## src/rtl/instr_fetch_seq_pkg.sv

```systemverilog
`default_nettype none
// ============================================================================
// Module      : instr_fetch_seq_pkg
// Description : Shared constants and types for the instruction fetch
//               sequencer: opcode values, program-word field positions and
//               the sequencer state encoding.
// Revision    : 1.0 - initial release
// ============================================================================
package instr_fetch_seq_pkg;

  // Program word geometry
  localparam int c_ADDR_W = 4;
  localparam int c_WORD_W = 20;

  // Field positions inside a program word
  localparam int c_HALT_BIT = 19;
  localparam int c_OPC_MSB  = 18;
  localparam int c_OPC_LSB  = 16;
  localparam int c_A_MSB    = 15;
  localparam int c_A_LSB    = 8;
  localparam int c_B_MSB    = 7;
  localparam int c_B_LSB    = 0;

  // ALU opcodes
  localparam logic [2:0] c_OP_ADD  = 3'b000;
  localparam logic [2:0] c_OP_SUB  = 3'b001;
  localparam logic [2:0] c_OP_AND  = 3'b010;
  localparam logic [2:0] c_OP_OR   = 3'b011;
  localparam logic [2:0] c_OP_XOR  = 3'b100;
  localparam logic [2:0] c_OP_MUL  = 3'b101;
  localparam logic [2:0] c_OP_DIV  = 3'b110;
  localparam logic [2:0] c_OP_COMP = 3'b111;

  // Accepted-operation counter ceiling (one run covers at most 16 words)
  localparam logic [4:0] c_ISSUE_MAX = 5'd16;

  // Sequencer states
  typedef enum logic [1:0] {
    ST_IDLE  = 2'd0,
    ST_FETCH = 2'd1,
    ST_ISSUE = 2'd2,
    ST_HALT  = 2'd3
  } state_t;

endpackage
`default_nettype wire

```

## src/rtl/instr_fetch_seq_prog_mem.sv

```systemverilog
`default_nettype none
// ============================================================================
// Module      : prog_mem
// Description : Program store for the fetch sequencer. Register array with a
//               synchronous write port and an asynchronous read port. No
//               reset: contents survive a sequencer reset.
// Ports       : clk            - clock
//               we/waddr/wdata - write port (written on rising edge)
//               raddr/rdata    - combinational read port
// Revision    : 1.0 - initial release
// ============================================================================
module prog_mem #(
  parameter int DEPTH = 16,
  parameter int AW    = 4,
  parameter int DW    = 20
) (
  input  logic          clk,
  input  logic          we,
  input  logic [AW-1:0] waddr,
  input  logic [DW-1:0] wdata,
  input  logic [AW-1:0] raddr,
  output logic [DW-1:0] rdata
);

  logic [DW-1:0] mem_q [DEPTH];
  logic          w_wr_ok;

  // When the array does not cover the whole address space, out-of-range
  // writes are dropped and out-of-range reads return zero.
  generate
    if (DEPTH >= (1 << AW)) begin : g_full
      assign w_wr_ok = we;
      assign rdata   = mem_q[raddr];
    end else begin : g_partial
      assign w_wr_ok = we && ({1'b0, waddr} < (AW+1)'(DEPTH));
      assign rdata   = ({1'b0, raddr} < (AW+1)'(DEPTH)) ? mem_q[raddr] : '0;
    end
  endgenerate

  always_ff @(posedge clk) begin
    if (w_wr_ok) begin
      mem_q[waddr] <= wdata;
    end
  end

endmodule
`default_nettype wire

```

## src/rtl/instr_fetch_seq.sv

```systemverilog
`default_nettype none
// ============================================================================
// Module      : instr_fetch_seq
// Description : Instruction fetch sequencer. Walks a 16-word program from
//               address 0, fetching one word and presenting it to an ALU
//               stage with a valid/ready handshake, until a word with the
//               halt flag is fetched or the last address has issued.
// Ports       : clk, reset          - clock, synchronous active-high reset
//               start               - run program from address 0 (idle/halt)
//               prog_we/addr/data   - program load port (ignored while busy)
//               issue_ready         - ALU stage accepts current operation
//               issue_valid, opcode, a, b - operation to the ALU stage
//               pc                  - current program counter
//               busy, done          - run in progress / run ended (sticky)
//               issue_count         - operations accepted this run
// Revision    : 1.0 - initial release
// ============================================================================
module instr_fetch_seq
  import instr_fetch_seq_pkg::*;
#(
  parameter int DEPTH = 16
) (
  input  logic        clk,
  input  logic        reset,
  input  logic        start,
  input  logic        prog_we,
  input  logic [3:0]  prog_addr,
  input  logic [19:0] prog_data,
  input  logic        issue_ready,
  output logic        issue_valid,
  output logic [2:0]  opcode,
  output logic [7:0]  a,
  output logic [7:0]  b,
  output logic [3:0]  pc,
  output logic        busy,
  output logic        done,
  output logic [4:0]  issue_count
);

  localparam logic [c_ADDR_W-1:0] c_LAST_ADDR = c_ADDR_W'(DEPTH - 1);

  state_t              state_q, state_d;
  logic [c_ADDR_W-1:0] pc_q, pc_d;
  logic [4:0]          cnt_q, cnt_d;
  logic                done_q, done_d;
  logic [c_WORD_W-1:0] ir_q, ir_d;

  logic [c_WORD_W-1:0] w_rdata;
  logic                w_busy;
  logic                w_mem_we;

  assign w_busy = (state_q == ST_FETCH) || (state_q == ST_ISSUE);

  // Loads are only accepted between runs; reset also blocks them so that
  // reset wins over every other request in the same cycle.
  assign w_mem_we = prog_we && !w_busy && !reset;

  prog_mem #(
    .DEPTH (DEPTH),
    .AW    (c_ADDR_W),
    .DW    (c_WORD_W)
  ) u_prog_mem (
    .clk   (clk),
    .we    (w_mem_we),
    .waddr (prog_addr),
    .wdata (prog_data),
    .raddr (pc_q),
    .rdata (w_rdata)
  );

  // --------------------------------------------------------------------------
  // State register
  // --------------------------------------------------------------------------
  always_ff @(posedge clk) begin
    if (reset) begin
      state_q <= ST_IDLE;
      pc_q    <= '0;
      cnt_q   <= '0;
      done_q  <= 1'b0;
      ir_q    <= '0;
    end else begin
      state_q <= state_d;
      pc_q    <= pc_d;
      cnt_q   <= cnt_d;
      done_q  <= done_d;
      ir_q    <= ir_d;
    end
  end

  // --------------------------------------------------------------------------
  // Next-state logic
  // --------------------------------------------------------------------------
  always_comb begin
    state_d = state_q;
    pc_d    = pc_q;
    cnt_d   = cnt_q;
    done_d  = done_q;
    ir_d    = ir_q;

    case (state_q)
      ST_IDLE, ST_HALT: begin
        if (start) begin
          pc_d    = '0;
          cnt_d   = '0;
          done_d  = 1'b0;
          state_d = ST_FETCH;
        end
      end

      ST_FETCH: begin
        ir_d = w_rdata;
        if (w_rdata[c_HALT_BIT]) begin
          state_d = ST_HALT;
          done_d  = 1'b1;
        end else begin
          state_d = ST_ISSUE;
        end
      end

      ST_ISSUE: begin
        if (issue_ready) begin
          if (cnt_q != c_ISSUE_MAX) begin
            cnt_d = cnt_q + 5'd1;
          end
          // The last address ends the run in place rather than wrapping.
          if (pc_q == c_LAST_ADDR) begin
            state_d = ST_HALT;
            done_d  = 1'b1;
          end else begin
            pc_d    = pc_q + 4'd1;
            state_d = ST_FETCH;
          end
        end
      end

      default: begin
        state_d = ST_IDLE;
      end
    endcase
  end

  // --------------------------------------------------------------------------
  // Outputs: operation fields are forced to zero outside ISSUE.
  // --------------------------------------------------------------------------
  always_comb begin
    issue_valid = 1'b0;
    opcode      = '0;
    a           = '0;
    b           = '0;
    if (state_q == ST_ISSUE) begin
      issue_valid = 1'b1;
      opcode      = ir_q[c_OPC_MSB:c_OPC_LSB];
      a           = ir_q[c_A_MSB:c_A_LSB];
      b           = ir_q[c_B_MSB:c_B_LSB];
    end
  end

  assign pc          = pc_q;
  assign busy        = w_busy;
  assign done        = done_q;
  assign issue_count = cnt_q;

endmodule
`default_nettype wire

```

## config.mk

```make
export PLATFORM = sky130hd
export DESIGN_NAME = instr_fetch_seq
export DESIGN_NICKNAME = d
export VERILOG_FILES = /design/src/rtl/instr_fetch_seq_pkg.sv /design/src/rtl/instr_fetch_seq_prog_mem.sv /design/src/rtl/instr_fetch_seq.sv
export SDC_FILE = /design/constraint.sdc
export NUM_CORES = 1
export LEC_CHECK = 0
export BUFFER_PORTS_ARGS = -buffer_cell sky130_fd_sc_hd__clkbuf_2
export CAP_MARGIN = 10
export CORE_MARGIN = 8
export CORE_UTILIZATION = 40
export CTS_BUF_LIST = sky130_fd_sc_hd__clkbuf_4
export CTS_CLUSTER_DIAMETER = 50
export CTS_CLUSTER_SIZE = 14
export DETAILED_ROUTE_END_ITERATION = 10
export PLACE_DENSITY_LB_ADDON = 0.15
export SYNTH_ARGS = -nofsm -noshare
export SYNTH_HDL_FRONTEND = slang
export SYNTH_HIERARCHICAL = 1
export SYNTH_SLANG_ARGS = --single-unit
```

## constraint.sdc

```tcl
create_clock -name clk -period 5 [get_ports clk]
set_clock_uncertainty 0.2 [all_clocks]
set_input_delay 0.75 -clock clk [delete_from_list [all_inputs] [get_ports clk]]
set_output_delay 0.75 -clock clk [all_outputs]
set_load 0.01 [all_outputs]
```

======== After elaboration in Yosys (flattened, before gate mapping) ========
Memories as Yosys holds them, arrays and structs flattened. A register that Yosys moved wholly into a read port is not among the register bits.
Index checks and enable logic that the tools add are counted.
cells by class
  add/subtract/negate cells ............... 2
  $mul .................................... 0
  divide/modulo/power cells ............... 0
  order comparisons ....................... 0
  equal/unequal tests ..................... 11
  shifts and indexed selects .............. 0
  muxes and demuxes ....................... 26
  bitwise operators ....................... 0
  reductions and logical operators ........ 12
operator list
  kind                   count
  $mux W4                5
  $mux W8                2
  $mux W5                3
  $reduce_and A4 Y1      3
  $pmux W5 S2            1
  $mux W1                8
  $ne A2 B2 Y1 const B   4
  $pmux W4 S2            1
  $mux W2                3
  $pmux W2 S3            1
  $add A5 B1 Y5 const B  1
  $ne A5 B5 Y1 const B   1
  $add A4 B1 Y4 const B  1
  $eq A2 B2 Y1 const B   2
  $eq A4 B4 Y1 const B   1
  $ne A2 B1 Y1 const B   2
  $mux W3                1
  $pmux W1 S3            1
  $eq A2 B1 Y1 const B   1
  $logic_and A1 B1 Y1    2
  $logic_not A1 Y1       2
  $logic_not A2 Y1       1
  $reduce_and A2 Y1      1
  $reduce_bool A2 Y1     1
  other kinds (2)        2
word-level totals
  flip-flop bits (word level) ............. 31
  latch bits .............................. 0
  bits in writable memories ............... 320
  ROM bits ................................ 0
  output and inout bits ................... 31
  word-level logic and storage cells ...... 57
  memories kept ........................... 1
memory list
  memory            words  width  read ports  clocked after memory_dff  write ports  line                            text
  u_prog_mem.mem_q  16     20     1           1                         1            instr_fetch_seq_prog_mem.sv:25  logic [DW-1:0] mem_q [DEPTH];

======== Longest topological paths before layout ========
Gate-level depths: netlist of the first run.
  depth after elaboration ................. 7
  gate-level depth with buffers ........... 9
  depth with buffers taken out ............ 7

======== By module ========
The synthesis of the first run kept the hierarchy.
modules (own cells, without submodules)
  module           instances  cells an instance  area an instance (um^2)  sequential area each (um^2)
  prog_mem         1          513                12130.4                  9609.2
  instr_fetch_seq  1          174                1485.2                   620.6

======== Least setup slack after synthesis of the first run ========
Ideal clock, no wire load.
  path type ............................... input -> register
  start ................................... input reset
  end ..................................... memory u_prog_mem.mem_q[0][0] (enable)
  arrival ................................. 3182 ps
  required time ........................... 4378 ps
  setup slack ............................. 1196 ps
  cell stages on the path ................. 5
  cell sequence ........................... clkbuf_1 clkbuf_1 nor2_1 or3b_2 nor3_1
between the ends
  cells in the longest elaborated chain, start to end .. 4
RTL lines
  item                           line                            text
  start: declaration             instr_fetch_seq.sv:24           input logic reset,
  $logic_not A1 Y1               instr_fetch_seq.sv:56           assign w_mem_we = prog_we && !w_busy && !reset;
  $logic_and A1 B1 Y1            instr_fetch_seq.sv:56
  named net w_mem_we             instr_fetch_seq.sv:50           logic w_mem_we;
  $mux W1                        instr_fetch_seq_prog_mem.sv:41  if (w_wr_ok) begin
  $mux W1 (implied by the code)  instr_fetch_seq_prog_mem.sv:42  mem_q[waddr] <= wdata;
  end: declaration               instr_fetch_seq_prog_mem.sv:25
The timed path passes the listed nets, and every way through them passes these cells.

======== Worst setup path after layout of the first run ========
  start ................................... register state_q[0]
  end ..................................... memory u_prog_mem.mem_q[0][1] (enable)
between the ends
  cells in the longest elaborated chain, start to end .. 7
  elaborated cells on any way between the ends .. 8
  those cells by class .................... eq/ne: 2; mux: 2; reduce/logical: 4
RTL lines
  item                                          line                            text
  start: declaration                            instr_fetch_seq.sv:42           state_t state_q, state_d;
  start signal: assignment                      instr_fetch_seq.sv:82           state_q <= state_d;
  $eq A2 B1 Y1 or $eq A2 B2 Y1 (tied branches)  instr_fetch_seq.sv:52           assign w_busy = (state_q == ST_FETCH) || (state_q == ST_ISSUE);
  $logic_or A1 B1 Y1 *                          instr_fetch_seq.sv:52
  $logic_not A1 Y1 *                            instr_fetch_seq.sv:56
  $logic_and A1 B1 Y1 * (2 in series)           instr_fetch_seq.sv:56
  named net w_mem_we                            instr_fetch_seq.sv:50
  $mux W1 *                                     instr_fetch_seq_prog_mem.sv:41
  $mux W1 (implied by the code) *               instr_fetch_seq_prog_mem.sv:42
The timed path passes the listed nets; every way through them passes the cells marked *.

==> impl_metrics.toml, run 1 <==
[final_layout]
nets = 805
area_growth_pct = 10.3
drive_gt1_share_pct = 28.8

[clock_network]
cts_tree = "built"
htree_levels = 2
clock_latency_ns = 0.64
cts_sinks = 351
cts_root_buf = "clkbuf_4"
clockBufferDepth = 3
cts_buffers = 35
path_clk_slew_ns = 0.12
cts_setup_buffers = 0
holdBufCountCts = 0
cts-resized-gates = 0

[yosys]
synth_cells = 687
synth_warnings = 6
ys_ff_latch = 351
synth.cell_area_sq_mm = 0.0136
synth_edf_count = 320
ys.flop_type = "edfxtp_1"
yosysSeqAreaShare_pct = 75.1
yosysMostFrequentCell = "edfxtp_1"
avgSynthCellArea_sq_um = 19.8
synth_top_area_cell = "edfxtp_1"
synth_cell_types = 36
ys_top_cells_by_area = "edfxtp_1 (71%), mux4_2 (11%), dfxtp_1 (4.6%), mux4_1 (3.1%), a22oi_1 (2.2%)"
syn_nets = 721
yosysTopAreaCellShare_pct = 70.6
async_flop_share_pct = 0
synth.top_cells.by_count = "edfxtp_1 (320), mux4_2 (64), a22oi_1 (40), nor2_1 (37), dfxtp_1 (31)"

[job]
max-cap-violations = 0

[detailed_routing]
detail-route-antenna-nets = 0
wl_um = 30600
drc = 0
drt-wirelength-per-cell_um = 24.6
viasPerCell = 5.50
first_pass_iters = 5
drt_iter0_markers = 491
via_count = 6842

[die]
die_h_um = 200
die_w_um = 200
initial_core_util_pct = 40.6
die_area_sq_mm = 0.0402
coreArea_sq_mm = 0.0335
ioPinCount = 60
rows = 67

[timing]
period_minus_slack_ns = 3.29
hold_viol_final = 0
fmax_ghz = 0.304
fin_tns_setup_ns = 0
max-slew-margin-rel_pct = 21.4
setup_viol = 0
finalCritPeriodShare_pct = 65.9
slew_violations = 0
tightestPinTransition_ns = 1.18
setup_slack_ns = 1.71
rsz0062_at_grt = "no"

[min_path]
min_path_cells = 4
min_to = "pc[1]$_SDFFE_PP0P_"
min_from = "issue_ready"
hp-class = "input pin to register"

[worst_setup_path]
slowest_delay_ns = 0.70
crit_fanout = 11
rrSetupSlack_ns = 1.71
cp-end-kind = "register"
rr_worst_depth = 7
worstSetupPathType = "register to register"
crit_path_top_delay_cell = "nor3_2"
path_cells = "inv_1, ha_1, nand2_1, nor2_1, or3b_2, nor3_2, buf_4"
cp.required_ns = 5.13
rr_startpoint = "state_q[0]$_SDFFE_PP0P_"
start_kind = "register"
r2r_end = "u_prog_mem/mem_q[0][1]$_DFFE_PP_"
cp_data_arrival_time_ns = 3.42

[global_route]
grt_pass1_wl_um = 46400
globalRoute.totalOverflow = 0
grt_pass1_vias = 7133
antenna_found_initial = 2
grt_usage_pct = 15.1
grt_max_degree = 55

[power_and_ir_drop]
power_leakage_uw = 0.00474
ir_drop_mv = 0.138
powerDensity_mw_per_mm2 = 346

[placed_design]
post-place-ws_ns = 1.36
gp_congestion = 0.743
hpwl_um = 18400
port_buffers = 59

[outcome]
status = "completed"
==> layout make-up <==
class	instances	area, sq um
Fill cell	2896	18500
Sequential cell	351	10200
Multi-Input combinational cell	294	3230
Tap cell	448	561
Timing Repair Buffer	83	503
Clock buffer	40	300
Clock inverter	20	158
Inverter	6	22.5
Antenna cell	2	5.00
==> report_power, final <==
| group | internal [uW] | leakage (uW) | switching [uW] | total (uW) |
|---|---|---|---|---|
| combinational | 185 | 0.00133 | 265 | 450 |
| clock | 512 | 0.000281 | 917 | 1430 |
| sequential | 3270 | 0.00313 | 44.8 | 3310 |
| total | 3960 | 0.00474 | 1230 | 5190 |
==> registers in the layout, summed over array words and instances, names as in the netlist <==
signal and cells:
ir_q 19, issue_count 5, pc 4, done 1, u_prog_mem/mem_q 320, state_q 2
==> how the worst max path moves through the flow <==
stage          depth (start not counted)                     from  slack (ns)                           endpoint
2_1_floorplan                          5                    reset        1.20   u_prog_mem/mem_q[0][0]$_DFFE_PP_
3_3_place_gp                           5                    reset        1.47  u_prog_mem/mem_q[1][13]$_DFFE_PP_
3_5_place_dp                           6                    reset        1.36  u_prog_mem/mem_q[0][11]$_DFFE_PP_
4_1_cts                                2       pc[1]$_SDFFE_PP0P_        1.59                              pc[1]
5_1_grt                                7  state_q[0]$_SDFFE_PP0P_        1.43   u_prog_mem/mem_q[0][1]$_DFFE_PP_
6_report                               7  state_q[0]$_SDFFE_PP0P_        1.71   u_prog_mem/mem_q[0][1]$_DFFE_PP_
==> routing by layer <==
layer / global-route usage (%) / vias up / wire (um)
li1: - / 2989 / -
met1: 21.2 / 3654 / 14000
met2: 24.7 / 173 / 14900
met3: 2.44 / 26 / 1310
met4: 3.18 / 0 / 364
met5: 0 / - / 0
==> logic make-up (layout without fill, tap and decap cells) <==
logic type | after synthesis | in the layout | synth area share, %
AOI/OAI and AO/OA | 64 | 64 | 3.22
DFF | 351 | 351 | 75.1
muxes | 99 | 99 | 15.1
buffers and inverters | 42 | 149 | 1.56
and+or+nand+nor | 126 | 126 | 4.56
adders and majority gates | 5 | 5 | 0.459
other | 0 | 2 | 0
==> through the flow <==
stage | power [uW] | hold WS (ns) | utilization (%) | instances | cell area, sq um
global placement | 3820 | 0.260 | 43.3 | 1180 | 14500
CTS | 5260 | 0.205 | 44.6 | 1240 | 15000
detailed placement | 3840 | 0.274 | 43.3 | 1180 | 14500
global route | 5400 | 0.249 | 44.8 | 1244 | 15000
floorplan | 3680 | 0.249 | - | 687 | 13600
finish | 5190 | 0.263 | 44.8 | 1244 | 15000
==> placed cells by master (no fill, tap or decap), types with 6 or more instances in the layout <==
cell type / n
a21oi_1: 11
a22oi_1: 40
and2_1: 21
buf_4: 22
clkbuf_2: 59
clkbuf_4: 40
clkinv_2: 8
dfxtp_1: 29
edfxtp_1: 320
inv_1: 6
mux2i_1: 19
mux4_1: 16
mux4_2: 64
nand2_1: 29
nor2_1: 24
nor2_2: 13
o21ai_0: 7
==> critical path: cells and delay by family, from the launching register on <==
kind | cells | cell delay [ns]
buf+inv | 2 | 0.39
flops | 1 | 0.38
simple gates | 4 | 1.65
fa+ha+maj | 1 | 0.36
(Power assumes the default switching activity.)
==> inputs of run 2 (changes only) <==
ABC_AREA = 1   (was default)
clock period = 3.09 ns   (was 5 ns; I/O delays follow)
==> run 2 against run 1 <==
Synthesized cell count grew 130%; global-route usage increased by 2.6 points; sequential cell count did not move; non-clock buffer count rose by 30; clock power up 97%; synthesized area rose by 13%; final cell count up 76%; hold slack got worse by 0.21 ns; critical path type is now register to primary output; critical endpoint is now b[1]; largest power group unchanged.
==> impl_metrics.toml, run 2 <==
[outcome]
status = "completed"

[worst_setup_path]
start_kind = "register"
rrSetupSlack_ns = 0.68
cp-end-kind = "primary output"
cp.required_ns = 2.43
cp_data_arrival_time_ns = 2.06
rr_worst_depth = 8
rr_startpoint = "state_q[0]$_SDFFE_PP0P_"
cp-startpoint = "state_q[0]$_SDFFE_PP0P_"
r2r_end = "u_prog_mem/mem_q[4][4]$_DFFE_PP_"
worstSetupPathType = "register to primary output"
cp-endpoint = "b[1]"
crit_fanout = 22

[power_and_ir_drop]
power_frac_comb_pct = 10.1
powerDensity_mw_per_mm2 = 531
p_int_uw = 6760
ir_drop_mv = 0.220
p_sw_share_pct = 25.6
p_sw_uw = 2320
power_leakage_uw = 0.00740
power_frac_clock_pct = 31.0
p_seq_share_pct = 58.8
power_uw = 9080

[final_layout]
design_area_sq_mm = 0.0171
area_growth_pct = 10.9
final_cell_mix = "nand2_1 (477), edfxtp_1 (320), inv_1 (282), nand3_1 (252), clkbuf_2 (59)"
drive_gt1_share_pct = 12.1
nets = 1673
top_register = "u_prog_mem/mem_q"
regArea_sq_mm = 0.0102
multi_input_area_sq_mm = 0.00372
largest_reg_flops = 320
fin_util_pct = 44.5
layout_commonest_cell = "nand2_1"
fillers = 3715

[detailed_routing]
drc = 0
via_count = 10500
drt-wirelength-per-cell_um = 18.1
viasPerCell = 4.80
detail-route-antenna-nets = 0
wl_um = 39700
first_pass_iters = 5
drt_iter0_markers = 723

[placed_design]
gp_congestion = 0.799
hpwl_um = 24100
port_buffers = 59
placed_area_sq_mm = 0.0164

[yosys]
synth_top_area_cell = "edfxtp_1"
synth.cell_area_sq_mm = 0.0154
synth_cell_types = 29
synth_edf_count = 320
synth.top_cells.by_count = "nand2_1 (477), edfxtp_1 (320), inv_1 (282), nand3_1 (252), nor2_1 (72)"
avgSynthCellArea_sq_um = 9.87
ys_top_cells_by_area = "edfxtp_1 (62%), nand2_1 (12%), nand3_1 (8.2%), inv_1 (6.9%), dfxtp_1 (4.0%)"
ys.flop_type = "edfxtp_1"
yosysSeqAreaShare_pct = 66.4
synth_cells = 1561
synth_warnings = 6
async_flop_share_pct = 0
yosysTopAreaCellShare_pct = 62.3
syn_nets = 1595
yosysMostFrequentCell = "nand2_1"
ys_ff_latch = 351

[job]
max-cap-violations = 0

[clock_network]
cts_root_buf = "clkbuf_4"
cts_setup_buffers = 0
cts_sinks = 351
clock_latency_ns = 0.70
holdBufCountCts = 10
path_clk_slew_ns = 0.14
clockBufferDepth = 3
cts_buffers = 37
cts-resized-gates = 0
cts_tree = "built"
htree_levels = 2

[die]
die_area_sq_mm = 0.0451
ioPinCount = 60
die_w_um = 212
rows = 72
initial_core_util_pct = 40.2
die_h_um = 212
coreArea_sq_mm = 0.0384

[timing]
setup_viol = 0
slew_violations = 0
max-slew-margin-rel_pct = 53.3
period_minus_slack_ns = 2.72
finalCritPeriodShare_pct = 88.1
rsz0062_at_grt = "no"
fmax_ghz = 0.367
tightestPinTransition_ns = 0.700
fin_tns_setup_ns = 0
hold_viol_final = 0

[global_route]
globalRoute.totalOverflow = 0
antenna_found_initial = 2
grt_max_degree = 107
grt_usage_pct = 17.7
grt_pass1_wl_um = 61000
grt_pass1_vias = 10200

[min_path]
hp-class = "input pin to register"
==> run 2: changes by cell type after synthesis, moves of 21 or more <==
cell	delta
nor2_1	+35
mux4_2	-64
inv_1	+276
and2_1	-21
buf_2	+33
a22oi_1	-40
nand2_1	+448
nand3_1	+247
==> run 2: worst max-delay path, cell delays in order, from the launching register on <==
cell and delay, ns:
dfxtp_1 0.35, inv_1 0.06, ha_1 0.47, buf_12 0.23
nand2_1 0.08, inv_1 0.07, clkbuf_2 0.13
==> run 2: cell families after synthesis <==
logic type	share of synthesized area (%)
flip-flops	66.4
AO/OA/AOI/OAI	1.01
adder cells (fa/ha/maj)	0.406
AND/OR/NAND/NOR	22.5
buffers and inverters	9.75
==> run 2: worst min-delay path by stage <==
stage,from,end,slack [ns],cells after the start
after CTS,prog_data[4],u_prog_mem/mem_q[6][4]$_DFFE_PP_,0.005,1
after detailed placement,done$_SDFFE_PP0P_,done$_SDFFE_PP0P_,0.26,2
final,prog_data[5],u_prog_mem/mem_q[4][5]$_DFFE_PP_,0.06,1
after global placement,done$_SDFFE_PP0P_,done$_SDFFE_PP0P_,0.26,2
after global routing,prog_data[15],u_prog_mem/mem_q[1][15]$_DFFE_PP_,0.02,1
after floorplan,state_q[1]$_SDFFE_PP0P_,state_q[1]$_SDFFE_PP0P_,0.25,2
==> run 2: per-stage QoR <==
step,cells,setup WS [ns],hold slack [ns]
2_1_floorplan,1561,0.534,0.254
3_3_place_gp,2108,0.731,0.264
3_5_place_dp,2108,0.705,0.259
4_1_cts,2183,0.264,0.00503
5_1_grt,2185,0.174,0.0222
6_report,2185,0.367,0.0553
==> run 2: routing by layer <==
| layer | up-vias | wire length [um] | global-route usage [%] |
|---|---|---|---|
| met3 | 44 | 2070 | 2.61 |
| met2 | 232 | 18000 | 27.9 |
| met1 | 5067 | 18800 | 25.4 |
| met5 | - | 0 | 0 |
| li1 | 5152 | - | - |
| met4 | 0 | 747 | 4.40 |
==> run 2: power by group through the flow <==
| stage | clock network, uW | logic (uW) | registers (uW) |
|---|---|---|---|
| 2_1_floorplan | 0 | 550 | 5450 |
| 5_1_grt | 3110 | 1030 | 5360 |
| 3_3_place_gp | 0 | 918 | 5450 |
| 6_report | 2820 | 920 | 5340 |
| 3_5_place_dp | 0 | 914 | 5450 |
| 4_1_cts | 2940 | 930 | 5340 |
==> run 2: final cells by class <==
type                       count  area share, %
clock buffer                  43           1.89
antenna                        2         0.0293
clock inverter                22           1.61
timing repair buffer         113           4.76
multi-input combinational    851           21.8
tap                          518           3.79
sequential                   351           59.9
inverter                     285           6.28
==> inputs of run 3 (changes only) <==
ABC_AREA = default   (was 1)
==> run 3 against run 2 <==
Routed wire length fell by 27%; first-iteration DRC count is 43% lower; highest routed layer unchanged; sequential share of layout area increased by 7.4 points; critical path depth grew 1; final cell count fell by 43%; combinational power shrank 14%; core utilization up 0.83 points; die area down 11%; via count fell by 36%; largest power group unchanged; sequential cell count did not move; non-clock buffer count is 17 lower.
==> impl_metrics.toml, run 3 (same netlist as run 1, synthesis figures left out) <==
[outcome]
status = "completed"

[power_and_ir_drop]
ir_drop_mv = 0.278
powerDensity_mw_per_mm2 = 553
power_leakage_uw = 0.00482
power_uw = 8410

[clock_network]
cts_sinks = 351
htree_levels = 2
cts_buffers = 36
path_clk_slew_ns = 0.14
cts_tree = "built"
cts-resized-gates = 0
clockBufferDepth = 3
cts_root_buf = "clkbuf_4"
clock_latency_ns = 0.65

[timing]
max-slew-margin-rel_pct = 55.3
setup_viol = 0
fin_tns_setup_ns = 0
slew_violations = 0
period_minus_slack_ns = 2.73
finalCritPeriodShare_pct = 88.5
fmax_ghz = 0.366
hold_viol_final = 0
fin_hold_ws_ns = 0.0608
rsz0062_at_grt = "no"
tightestPinTransition_ns = 0.654

[detailed_routing]
drc = 0
drt-wirelength-per-cell_um = 23.1
wl_um = 28900
detail-route-antenna-nets = 0
first_pass_iters = 4
viasPerCell = 5.36
drt_iter0_markers = 413
via_count = 6726

[global_route]
antenna_found_initial = 1
grt_usage_pct = 14.4
grt_pass1_wl_um = 44800
grt_max_degree = 56
globalRoute.totalOverflow = 0
grt_pass1_vias = 7195

[job]
max-cap-violations = 0

[die]
die_w_um = 200
die_h_um = 200
ioPinCount = 60
coreArea_sq_mm = 0.0335
initial_core_util_pct = 40.6
rows = 67
die_area_sq_mm = 0.0402

[worst_setup_path]
cp-end-kind = "register"
cp-startpoint = "state_q[0]$_SDFFE_PP0P_"
crit_path_top_delay_cell = "or3b_2"
path_cells = "inv_1, ha_1, nand2_1, nor2_1, or3b_2, nor3_4, buf_12"
rr_startpoint = "state_q[0]$_SDFFE_PP0P_"
r2r_end = "u_prog_mem/mem_q[0][0]$_DFFE_PP_"
cp-endpoint = "u_prog_mem/mem_q[0][0]$_DFFE_PP_"
slowest_delay_ns = 0.58
worstSetupPathType = "register to register"
rrSetupSlack_ns = 0.36
rr_worst_depth = 7
cp_data_arrival_time_ns = 2.87
start_kind = "register"
cp.required_ns = 3.22
crit_fanout = 20

[min_path]
min_from = "prog_data[6]"
hp-class = "input pin to register"

[final_layout]
layout_commonest_cell = "edfxtp_1"
drive_gt1_share_pct = 29.8
largest_reg_flops = 320
nets = 819
fin_util_pct = 45.4
top_register = "u_prog_mem/mem_q"
area_growth_pct = 11.8
final_cell_mix = "edfxtp_1 (320), mux4_2 (64), clkbuf_2 (59), clkbuf_4 (44), a22oi_1 (40)"

[placed_design]
gp_congestion = 0.798
port_buffers = 59
hpwl_um = 19500
==> run 3: cell types whose count changed in the layout (fill, tap and decap cells not counted), moves of 15 or more <==
cell	delta
mux2i_1	+19
nand2_1	-448
o21ai_0	-15
inv_1	-276
mux4_1	+16
nand3_1	-247
mux4_2	+64
a22oi_1	+40
nor2_1	-32
and2_1	+21
==> run 3: per-stage QoR <==
stage | cells | setup slack [ns] | cell area, sq um
3_3_place_gp | 1194 | 0.423 | 14700
4_1_cts | 1253 | 0.311 | 15200
3_5_place_dp | 1194 | 0.388 | 14700
5_1_grt | 1254 | 0.235 | 15200
2_1_floorplan | 687 | 0.121 | 13600
6_report | 1254 | 0.355 | 15200
==> run 3: per-layer routing <==
metal | track usage, % | share of wire [%] | wire length (um) | up-vias
li1 | - | - | - | 3011
met1 | 21.1 | 48 | 14000 | 3539
met2 | 22.2 | 46 | 13300 | 142
met3 | 2.42 | 4.4 | 1280 | 34
met4 | 3.26 | 1.4 | 418 | 0
met5 | 0 | 0 | 0 | -
==> run 3: what timing repair did <==
action,in CTS,in global routing
setup buffers,0,0
hold buffers,1,0
hold endpoints to repair,1,0
==> run 3: how the worst min path moves through the flow <==
stage	slack (ns)	endpoint	depth (start not counted)
floorplan	0.25	state_q[1]$_SDFFE_PP0P_	2
finish	0.06	u_prog_mem/mem_q[6][6]$_DFFE_PP_	1
global placement	0.26	state_q[1]$_SDFFE_PP0P_	2
global route	0.02	u_prog_mem/mem_q[0][9]$_DFFE_PP_	1
CTS	0.007	u_prog_mem/mem_q[5][6]$_DFFE_PP_	1
detailed placement	0.28	ir_q[11]$_SDFFE_PP0N_	2
==> run 3: cell type report <==
type / instances / area [sq um]
Inverter: 6 / 22.5
Sequential cell: 351 / 10200
Clock inverter: 14 / 131
Clock buffer: 44 / 330
Antenna cell: 1 / 2.50
Multi-Input combinational cell: 294 / 3260
Timing Repair Buffer: 96 / 676
Fill cell: 2902 / 18300
Tap cell: 448 / 561
==> run 3: critical path: cells and delay by family, from the launching register on <==
family        cells  cell delay, ns
fa+ha+maj         1            0.35
buf+inv           2            0.25
flops             1            0.37
simple gates      4            1.27
==> run 3: report_power, final <==
part           internal, uW  switching [uW]
combinational           329             460
sequential             5280            55.6
clock                   805            1480
total                  6420            1990
